## src/rtl/arrow_pkg.sv

```systemverilog
// ---------------------------------------------------------------------------
// arrow_pkg
//  Shared types and helpers for the arrow scheduler.
//  - dir_t / game_state_t / slot_state_t : encodings for the datapath and FSMs
//  - spawn_params_t                      : per-arrow parameters captured at spawn
//  - make_params()                       : derives spawn parameters from score/LFSR
// ---------------------------------------------------------------------------
package arrow_pkg;

    typedef enum logic [1:0] {DIR_TOP, DIR_BOTTOM, DIR_RIGHT, DIR_LEFT} dir_t;
    typedef enum logic [1:0] {IDLE, PLAY, OVER} game_state_t;
    typedef enum logic [1:0] {FREE, ACTIVE, RETIRE} slot_state_t;

    localparam int MAX_SPEED = 7;
    localparam int MAX_LEVEL = 6;

    typedef struct packed {
        dir_t       direction;
        logic [2:0] speed;
        logic       inversed;
    } spawn_params_t;

    // Level is score/8 clamped to MAX_LEVEL, so speed = 1 + level never exceeds MAX_SPEED.
    // Inversed trajectories only appear from level 2 and then on 1/4 of spawns.
    function automatic spawn_params_t make_params(input logic [12:0] score_div8,
                                                  input logic [3:0]  rnd);
        spawn_params_t p;
        logic [2:0]    lvl;
        lvl         = (score_div8 > 13'(MAX_LEVEL)) ? 3'(MAX_LEVEL) : score_div8[2:0];
        p.direction = dir_t'(rnd[1:0]);
        p.speed     = lvl + 3'd1;
        p.inversed  = (lvl >= 3'd2) & rnd[2] & rnd[3];
        return p;
    endfunction

endpackage

```

## src/rtl/arrow_slot_ctrl.sv

```systemverilog
// ---------------------------------------------------------------------------
// arrow_slot_ctrl
//  One arrow slot: FREE -> ACTIVE -> RETIRE -> FREE lifecycle, age watchdog and
//  spawn parameter registers.
//  Ports:
//   clk, rst_n   clock / async active-low reset
//   frame_tick   one-cycle frame strobe
//   clr          force slot to FREE (game not in PLAY next cycle)
//   spawn        start an arrow in this slot (only honoured while FREE)
//   hit          arrow reported a hit (block or player hit)
//   params_in    parameters to capture on spawn
//   valid        arrow enable (high only while ACTIVE)
//   free/active  state flags for the scheduler
//   params_out   parameters captured at the last spawn
// ---------------------------------------------------------------------------
module arrow_slot_ctrl
    import arrow_pkg::*;
#(
    parameter int MAX_AGE = 255
) (
    input  logic          clk,
    input  logic          rst_n,
    input  logic          frame_tick,
    input  logic          clr,
    input  logic          spawn,
    input  logic          hit,
    input  spawn_params_t params_in,
    output logic          valid,
    output logic          free,
    output logic          active,
    output spawn_params_t params_out
);

    slot_state_t state, state_nxt;
    logic [7:0]  age;
    logic        do_spawn;

    assign do_spawn = spawn && (state == FREE) && !clr;

    always_ff @(posedge clk or negedge rst_n) begin
        if (!rst_n) state <= FREE;
        else        state <= state_nxt;
    end

    // RETIRE holds valid low until the next frame tick so the sprite always
    // sees a fresh rising edge on reuse.
    always_comb begin
        state_nxt = state;
        case (state)
            FREE:    if (do_spawn) state_nxt = ACTIVE;
            ACTIVE:  if (hit || age == 8'(MAX_AGE)) state_nxt = RETIRE;
            RETIRE:  if (frame_tick) state_nxt = FREE;
            default: state_nxt = FREE;
        endcase
        if (clr) state_nxt = FREE;
    end

    assign valid  = (state == ACTIVE);
    assign active = (state == ACTIVE);
    assign free   = (state == FREE);

    always_ff @(posedge clk or negedge rst_n) begin
        if (!rst_n) begin
            age        <= '0;
            params_out <= '0;
        end else if (do_spawn) begin
            age        <= '0;
            params_out <= params_in;
        end else if (state == ACTIVE && frame_tick && age != 8'(MAX_AGE)) begin
            age <= age + 8'd1;
        end
    end

endmodule

```

## src/rtl/arrow_scheduler.sv

```systemverilog
// ---------------------------------------------------------------------------
// arrow_scheduler
//  Game-level sequencer for NUM_SLOTS arrow sprites: game FSM, frame-based
//  spawn timer, lowest-free-slot spawn, score/lives bookkeeping.
//  Ports:
//   clk, rst_n            clock / async active-low reset
//   hcount_in, vcount_in  pixel position; (0,0) is the frame tick
//   start_in              start/restart (sampled in IDLE/OVER)
//   rand_in               LFSR value sampled at spawn
//   is_hit_in             per-slot hit pulse
//   hit_player_in         per-slot player-hit pulse (subset of is_hit_in)
//   slot_*_out            per-slot enable and spawn parameters
//   score_out, lives_out  game counters
//   game_over_out         high in OVER
// ---------------------------------------------------------------------------
module arrow_scheduler
    import arrow_pkg::*;
#(
    parameter int NUM_SLOTS   = 4,
    parameter int SPAWN_GAP   = 60,
    parameter int START_LIVES = 3,
    parameter int MAX_AGE     = 255
) (
    input  logic                   clk,
    input  logic                   rst_n,
    input  logic [10:0]            hcount_in,
    input  logic [9:0]             vcount_in,
    input  logic                   start_in,
    input  logic [15:0]            rand_in,
    input  logic [NUM_SLOTS-1:0]   is_hit_in,
    input  logic [NUM_SLOTS-1:0]   hit_player_in,
    output logic [NUM_SLOTS-1:0]   slot_valid_out,
    output logic [2*NUM_SLOTS-1:0] slot_direction_out,
    output logic [3*NUM_SLOTS-1:0] slot_speed_out,
    output logic [NUM_SLOTS-1:0]   slot_inversed_out,
    output logic [15:0]            score_out,
    output logic [2:0]             lives_out,
    output logic                   game_over_out
);

    localparam int CW = $clog2(SPAWN_GAP);

    game_state_t          state, state_nxt;
    logic [CW-1:0]        cnt;
    logic                 frame_tick;
    logic                 spawn_attempt;
    logic                 slot_clr;
    logic [NUM_SLOTS-1:0] slot_free, slot_active, spawn_vec;
    logic [3:0]           blocks, misses;
    logic [16:0]          score_sum;
    logic [15:0]          score_new;
    logic [2:0]           lives_new;
    spawn_params_t        new_params;
    spawn_params_t        slot_params [NUM_SLOTS];
    logic                 unused_rand;

    assign unused_rand   = ^rand_in[15:4];
    assign frame_tick    = (hcount_in == 11'd0) && (vcount_in == 10'd0);
    assign spawn_attempt = (state == PLAY) && frame_tick && (cnt == CW'(SPAWN_GAP - 1));
    assign new_params    = make_params(score_out[15:3], rand_in[3:0]);

    // ---- game FSM --------------------------------------------------------
    always_ff @(posedge clk or negedge rst_n) begin
        if (!rst_n) state <= IDLE;
        else        state <= state_nxt;
    end

    always_comb begin
        state_nxt = state;
        case (state)
            IDLE, OVER: if (start_in) state_nxt = PLAY;
            PLAY:       if (lives_new == 3'd0) state_nxt = OVER;
            default:    state_nxt = IDLE;
        endcase
    end

    always_comb begin
        game_over_out = (state == OVER);
    end

    // Slots are held FREE whenever the game will not be in PLAY next cycle;
    // this also drops all valids on the same edge that enters OVER.
    assign slot_clr = (state_nxt != PLAY);

    // ---- lowest-index free slot wins the spawn --------------------------
    always_comb begin
        logic found;
        found     = 1'b0;
        spawn_vec = '0;
        for (int i = 0; i < NUM_SLOTS; i++) begin
            if (spawn_attempt && slot_free[i] && !found) begin
                spawn_vec[i] = 1'b1;
                found        = 1'b1;
            end
        end
    end

    // ---- hit accounting (pulses on non-ACTIVE slots ignored) ------------
    always_comb begin
        blocks = '0;
        misses = '0;
        for (int i = 0; i < NUM_SLOTS; i++) begin
            blocks = blocks + 4'(is_hit_in[i] & ~hit_player_in[i] & slot_active[i]);
            misses = misses + 4'(hit_player_in[i] & slot_active[i]);
        end
        score_sum = {1'b0, score_out} + 17'(blocks);
        score_new = score_sum[16] ? 16'hFFFF : score_sum[15:0];
        lives_new = (misses >= {1'b0, lives_out}) ? 3'd0 : lives_out - misses[2:0];
    end

    always_ff @(posedge clk or negedge rst_n) begin
        if (!rst_n) begin
            score_out <= '0;
            lives_out <= '0;
            cnt       <= '0;
        end else if (state == PLAY) begin
            score_out <= score_new;
            lives_out <= lives_new;
            if (frame_tick) cnt <= spawn_attempt ? '0 : cnt + CW'(1);
        end else begin
            cnt <= '0;
            if (start_in) begin
                score_out <= '0;
                lives_out <= 3'(START_LIVES);
            end
        end
    end

    // ---- slot array ------------------------------------------------------
    for (genvar i = 0; i < NUM_SLOTS; i++) begin : g_slot
        arrow_slot_ctrl #(.MAX_AGE(MAX_AGE)) u_slot (
            .clk        (clk),
            .rst_n      (rst_n),
            .frame_tick (frame_tick),
            .clr        (slot_clr),
            .spawn      (spawn_vec[i]),
            .hit        (is_hit_in[i]),
            .params_in  (new_params),
            .valid      (slot_valid_out[i]),
            .free       (slot_free[i]),
            .active     (slot_active[i]),
            .params_out (slot_params[i])
        );
        assign slot_direction_out[2*i +: 2] = slot_params[i].direction;
        assign slot_speed_out[3*i +: 3]     = slot_params[i].speed;
        assign slot_inversed_out[i]         = slot_params[i].inversed;
    end

endmodule

```

## config.mk

```make
export PLATFORM = sky130hd
export DESIGN_NAME = arrow_scheduler
export DESIGN_NICKNAME = d
export VERILOG_FILES = /design/src/rtl/arrow_pkg.sv /design/src/rtl/arrow_slot_ctrl.sv /design/src/rtl/arrow_scheduler.sv
export SDC_FILE = /design/constraint.sdc
export NUM_CORES = 1
export LEC_CHECK = 0
export CORE_ASPECT_RATIO = 0.6
export CORE_UTILIZATION = 45
export DETAILED_ROUTE_END_ITERATION = 8
export GPL_ROUTABILITY_DRIVEN = 0
export PLACE_DENSITY = 0.76
export SETUP_SLACK_MARGIN = 0.5
export SLEW_MARGIN = 10
export SYNTH_ARGS = -nofsm -noshare
export SYNTH_HDL_FRONTEND = slang
export SYNTH_SLANG_ARGS = --single-unit
```

## constraint.sdc

```tcl
create_clock -name clk -period 5.1 [get_ports clk]
set_clock_uncertainty 0.15 [all_clocks]
set_input_delay 0.51 -clock clk [delete_from_list [all_inputs] [get_ports clk]]
set_output_delay 0.51 -clock clk [all_outputs]
set_load 0.005 [all_outputs]
```

### Word-level counts from Yosys, hierarchy flattened

Index checks and enable logic that the tools add are counted.

* logic and storage cells: 188
* output and inout bits: 48
* input bits: 48
* flip-flop bits (word level): 91

* add/sub/neg operators: 14
* multiplexer cells: 44
* reduce and logical (&&, ||, !) cells: 52
* $lt $le $gt $ge: 3
* equal/unequal tests: 33
* bitwise logic cells: 18

Operators with widths (count)
* 8-bit 2-to-1 mux: 8
* 16-bit 2-to-1 mux: 3
* 3-bit by 2-bit inequality test with 1-bit output (second input constant): 12
* 8-bit by 1-bit adder with 8-bit output (second input constant): 4
* 8-bit equality test (second input constant): 4
* 8-bit inequality test (second input constant): 4
* 2-bit 2-to-1 mux: 15
* 1-bit logical AND: 26
* 2-bit one-hot mux with 3 select lines: 4
* 6-bit 2-to-1 mux: 3
* 16-bit by 4-bit adder with 17-bit output: 1
* 1-bit by 4-bit bitwise AND with 4-bit output: 4
* 4-bit by 1-bit bitwise AND with 4-bit output: 4
* 1-bit NOT with 4-bit output: 4
* 13-bit by 3-bit greater-than comparator with 1-bit output (second input constant): 1
* 4-bit adder: 3
* 3-bit 2-to-1 mux: 4
* 3-bit AND reduction: 4
* 11-bit zero test: 1
* 2-bit by 1-bit equality test with 1-bit output (second input constant): 5
* 2-bit equality test (second input constant): 5
* 10-bit zero test: 1
* 2-bit zero test: 5
* 2-bit nonzero test: 5
* 18 further kinds: 34

### Depth between registers and ports, before layout

* word-level depth: 20
* depth in mapped cells: 14
* depth with buffers taken out: 12

### By module

From an unflattened synthesis, not the netlist that was laid out.

* cells, all modules: 558
* area, all modules: 5327.6 um^2

Modules (own cells, without submodules)
* arrow_slot_ctrl at g_slot[1].u_slot ...: instances 3, seq. area each 400.4 um^2, cells each 83, area each 838.3 um^2
* arrow_scheduler: instances 1, seq. area each 675.6 um^2, cells each 228, area each 2048.2 um^2
* arrow_slot_ctrl at g_slot[0].u_slot: instances 1, seq. area each 400.4 um^2, cells each 81, area each 764.5 um^2

### Least setup slack after synthesis

Ideal clock, no wire load.

* path type: register to register
* from: register g_slot[1].u_slot.state[1]
* to: register g_slot[0].u_slot.params_out[2] in the netlist's numbering
* clock period less this slack: 4.067 ns
* buffers on the path: 2
* path slack: 1.033 ns
* data arrival time: 3.790 ns
* required time: 4.823 ns
* library setup time: 0.127 ns
* cell stages (with the launch flop): 15
* cells stage by stage: dfrtp_1 nor2b_1 nand2_1 fa_1 inv_1 ha_1 ha_1 fa_1 xor2_1 and3_1 o32a_1 buf_6 nor3_4 buf_6 mux2_1

* word-level cells in the longest chain between the ends: 13
* elaborated cells on any way between the ends: 14
* classes of those cells: add/sub (4); order compare (1); eq/ne (2); mux (3); bitwise (1); reduce/logical (3)

RTL lines
* start: declaration: RTL line arrow_slot_ctrl.sv:34 `slot_state_t state, state_nxt;`
* start signal: assignment: RTL line arrow_slot_ctrl.sv:42 `else state <= state_nxt;`
* 2-bit by 1-bit equality test with 1-bit output *: RTL line arrow_slot_ctrl.sv:59 `assign active = (state == ACTIVE);`
* via g_slot[1].u_slot.active: RTL line arrow_slot_ctrl.sv:30 `output logic active,`
* 1-bit bitwise AND *: RTL line arrow_scheduler.sv:104 `misses = misses + 4'(hit_player_in[i] & slot_active[i]);`
* 1-bit by 1-bit adder with 2-bit output *: RTL line arrow_scheduler.sv:104
* 2-bit by 1-bit adder with 3-bit output *: RTL line arrow_scheduler.sv:104
* 3-bit by 1-bit adder with 4-bit output *: RTL line arrow_scheduler.sv:104
* 4-bit by 3-bit >= comparator with 1-bit output / 3-bit subtractor (equally long branches): RTL line arrow_scheduler.sv:108 `lives_new = (misses >= {1'b0, lives_out}) ? 3'd0 : lives_out - misses[2:0];`
* 3-bit 2-to-1 mux *: RTL line arrow_scheduler.sv:108
* 3-bit zero test *: RTL line arrow_scheduler.sv:72 `PLAY: if (lives_new == 3'd0) state_nxt = OVER;`
* 2-bit 2-to-1 mux *: RTL line arrow_scheduler.sv:72
* 2-bit one-hot mux with 2 select lines *: RTL line arrow_scheduler.sv:70 `case (state)`
* 2-bit by 1-bit inequality test with 1-bit output *: RTL line arrow_scheduler.sv:83 `assign slot_clr = (state_nxt != PLAY);`
* 1-bit zero test *: RTL line arrow_slot_ctrl.sv:38 `assign do_spawn = spawn && (state == FREE) && !clr;`
* 1-bit logical AND *: RTL line arrow_slot_ctrl.sv:38
* end signal: assignment: RTL line arrow_slot_ctrl.sv:68 `params_out <= params_in;`
* end: declaration: RTL line arrow_slot_ctrl.sv:31 `output spawn_params_t params_out`

Mark *: on every way through the listed nets, which the timed path passes. The rest lies on a longest branch.
A chain may end at the register's enable or synchronous reset.

### Worst setup path after layout

* from: register g_slot[3].u_slot.state[1]
* to: register g_slot[2].u_slot.params_out[2] in the netlist's numbering

* word-level cells in the longest chain between the ends: 11
* elaborated cells on any way between the ends: 12
* classes of those cells: add/sub (2); order compare (1); eq/ne (2); mux (3); bitwise (1); reduce/logical (3)

RTL lines (RTL line)
* start: declaration: arrow_slot_ctrl.sv:34
* start signal: assignment: arrow_slot_ctrl.sv:42
* 2-bit by 1-bit equality test with 1-bit output *: arrow_slot_ctrl.sv:59
* 1-bit bitwise AND *: arrow_scheduler.sv:104
* 3-bit by 1-bit adder with 4-bit output *: arrow_scheduler.sv:104
* 4-bit by 3-bit >= comparator with 1-bit output / 3-bit subtractor (equally long branches): arrow_scheduler.sv:108
* 3-bit 2-to-1 mux *: arrow_scheduler.sv:108
* 3-bit zero test *: arrow_scheduler.sv:72
* 2-bit 2-to-1 mux *: arrow_scheduler.sv:72
* 2-bit one-hot mux with 2 select lines *: arrow_scheduler.sv:70
* 2-bit by 1-bit inequality test with 1-bit output *: arrow_scheduler.sv:83
* 1-bit zero test *: arrow_slot_ctrl.sv:38
* 1-bit logical AND *: arrow_slot_ctrl.sv:38
* end signal: assignment: arrow_slot_ctrl.sv:68
* end: declaration: arrow_slot_ctrl.sv:31

Mark *: on every way between the ends. The rest lies on a longest branch, timed or not.

==> flow_summary.yaml <==
status:
  status: "finished, final reports clean"
timing:
  hold_ws_ns: 0.342
  worstMarginPinSlew_ns: 1.04
  setup_ws_ns: 0.790
  slew_headroom: 0.307
  rsz0062_at_grt: "false"
  tns_ns: 0
  slew_viol_final: 0
  fmax_ghz: 0.232
  min_period_ns: 4.31
  finalSetupViolCount: 0
  period_share: 0.845
  hold_violations: 0
synthesis:
  synth_compound_area_frac: 0.0966
  synth_cells: 482
  synth_xor_area_frac: 0.0537
  synthSimpleGateAreaFrac: 0.229
  async_flop_share: 1.00
  syn-num-nets: 551
  synth_top_family_by_area: "simple AND/OR/NAND/NOR gates"
  syn-mean-instance-area_um2: 10.2
  yosysUniqueCellTypes: 56
  yosysWarnings: 0
  synthAdderAreaFrac: 0.0598
  synth_seq_cells: 91
  syn_area_um2: 4890
  ys_seq_area_frac: 0.465
  dominantRegCellSynth: "dfrtp_1"
  synth-edff-count: 0
  muxShareOfSynthArea: 0.0593
layout:
  area.growth.synth_to_final_pct: 27.9
  drive_gt1_frac: 0.107
  final_util: 0.593
  post-route-cell-area_um2: 6260
  layout_common_cells: "dfrtp_1 (91), clkdlybuf4s50_1 (82), nor2_1 (55)"
  mostFrequentLayoutCell: "dfrtp_1"
  fin_nets: 644
  layout.cells.non_filler: 719
  antenna_cells: 0
critical_path:
  crit_fanout: 14
  crit_required_ns: 5.17
  end_kind: "flip-flop"
  start_kind: "flip-flop"
  crit_type: "flip-flop to flip-flop"
  arrival_ns: 4.38
route:
  firstDrtPassIters: 4
  avgViaCountPerCell: 5.62
  postRouteAntennaNets: 0
  initialDrtViolationCount: 314
  avgRoutedWirePerCell_um: 16.7
  via_count: 4044
  routed_wl_um: 12000
  drc: 0
placement:
  dp_hpwl_um: 8420
  pre_cts_ws_ns: 0.374
  dp.cells: 699
  post_dp_cell_area_um2: 5870
  io_buffers: 83
floorplan:
  die_area_um2: 11300
  ios: 96
  die_w_um: 137
  core_um2: 10600
  rows: 29
  dieHeight_um: 82.8
  start_util: 0.464
cts:
  tritoncts: "yes"
  cts.path.max_buffers: 2
  cts.sinks: 91
  htree_levels: 3
  clk_latency_ns: 0.34
  clockRootBuffer: "clkbuf_16"
  cts.clk_slew.worst_paths_ns: 0.06
  cts_made_buffers: 9
min_path:
  worstHoldPathType: "flip-flop to flip-flop"
grt:
  grt_max_degree: 83
  grt_pass1_vias: 3864
  grt_pass1_wl_um: 19300
  grt_usage: 0.225
  grt-ovfl-total: 0
  antenna_found_initial: 0
power:
  power.total_mw: 1.82
  powerDensity_nw_per_um2: 290
  ir_worst_vdd_uv: 198
  p_leak_nw: 2.76
run:
  max_cap_viol_count: 0
-- synthesized netlist by cell type, types with 9 or more instances --
master   instances  area share
nor3_1          28       0.029
nand4_1          9       0.012
nor2_1          55       0.042
o21ai_0         14       0.014
mux2_2          18       0.041
xnor2_1         29       0.052
nor4_1           9       0.012
dfrtp_1         91        0.47
nand3_1         20       0.020
ha_1            17       0.043
nor2b_1         13       0.017
nand2_1         27       0.021
inv_1           16       0.012
a21oi_1         29       0.030
-- logic make-up (layout without fill, tap and decap cells) --
kind of cell / Yosys count / after routing
buffers and inverters: 33 / 131
flip-flops: 91 / 91
XOR/XNOR: 30 / 30
multiplexers: 26 / 26
AND/OR/NAND/NOR: 207 / 207
AO/OA/AOI/OAI: 74 / 74
adder cells (fa/ha/maj): 21 / 21
-- repair_timing --
| action | 4_1_cts | 5_1_grt |
|---|---|---|
| setup endpoints to repair | 0 | 49 |
| hold buffers | 1 | 0 |
| hold endpoints to repair | 9 | 0 |
| setup buffers | 0 | 3 |
| resized for setup | 0 | 1 |
-- metal layers --
layer  GRT usage  vias to the layer above  wire length (um)
li1            -                     1913                 -
met1       0.302                     1979              5560
met2       0.346                      144              5340
met3      0.0838                        8              1000
met4      0.0489                        0                79
met5           0                        -                 0
-- registers in the layout, indices dropped and copies added, names as in the netlist --
register / cells
g_slot.u_slot.age: 32
g_slot.u_slot.params_out: 24
score_out: 16
g_slot.u_slot.state: 8
cnt: 6
lives_out: 3
state: 2
-- worst paths after layout --
kind | to | startpoint | slack, ns | cells past startpoint
max | g_slot[2].u_slot.params_out[2] | g_slot[3].u_slot.state[1] | 0.79 | 13
min | g_slot[1].u_slot.params_out[1] | g_slot[1].u_slot.params_out[1] | 0.34 | 1
max reg2reg | g_slot[2].u_slot.params_out[2] | g_slot[3].u_slot.state[1] | 0.79 | 13
min reg2reg | g_slot[1].u_slot.params_out[1] | g_slot[1].u_slot.params_out[1] | 0.34 | 1
max in group asynchronous | g_slot[0].u_slot.params_out[0] | rst_n | 3.16 | 3
min in group asynchronous | lives_out[2] | rst_n | 0.38 | 2
-- power breakdown --
group | leakage (nW) | total [mW] | internal (mW) | switching (mW)
registers | 1.26 | 0.778 | 0.749 | 0.0285
logic | 1.35 | 0.318 | 0.132 | 0.186
clock network | 0.157 | 0.721 | 0.443 | 0.277
-- final cells by class --
type                       count  area, um^2
fill                         878        4300
multi-input combinational    358        2440
sequential                    91        2280
timing repair buffer          99         988
clock buffer                  12         246
tap                          139         174
clock inverter                 4        73.8
inverter                      16        60.1
-- critical path, stage by stage (launching register included) --
cell and delay, ns:
dfrtp_1 0.40, nor2b_2 0.25, nand2_1 0.16, fa_1 0.50, inv_1 0.04, ha_1 0.18, ha_1 0.32, fa_1 0.42
xor2_1 0.16, and3_1 0.20, o32a_1 0.54, nor3_4 0.24, buf_4 0.24, mux2_1 0.36
No activity file was read; power rests on OpenSTA's default activity.
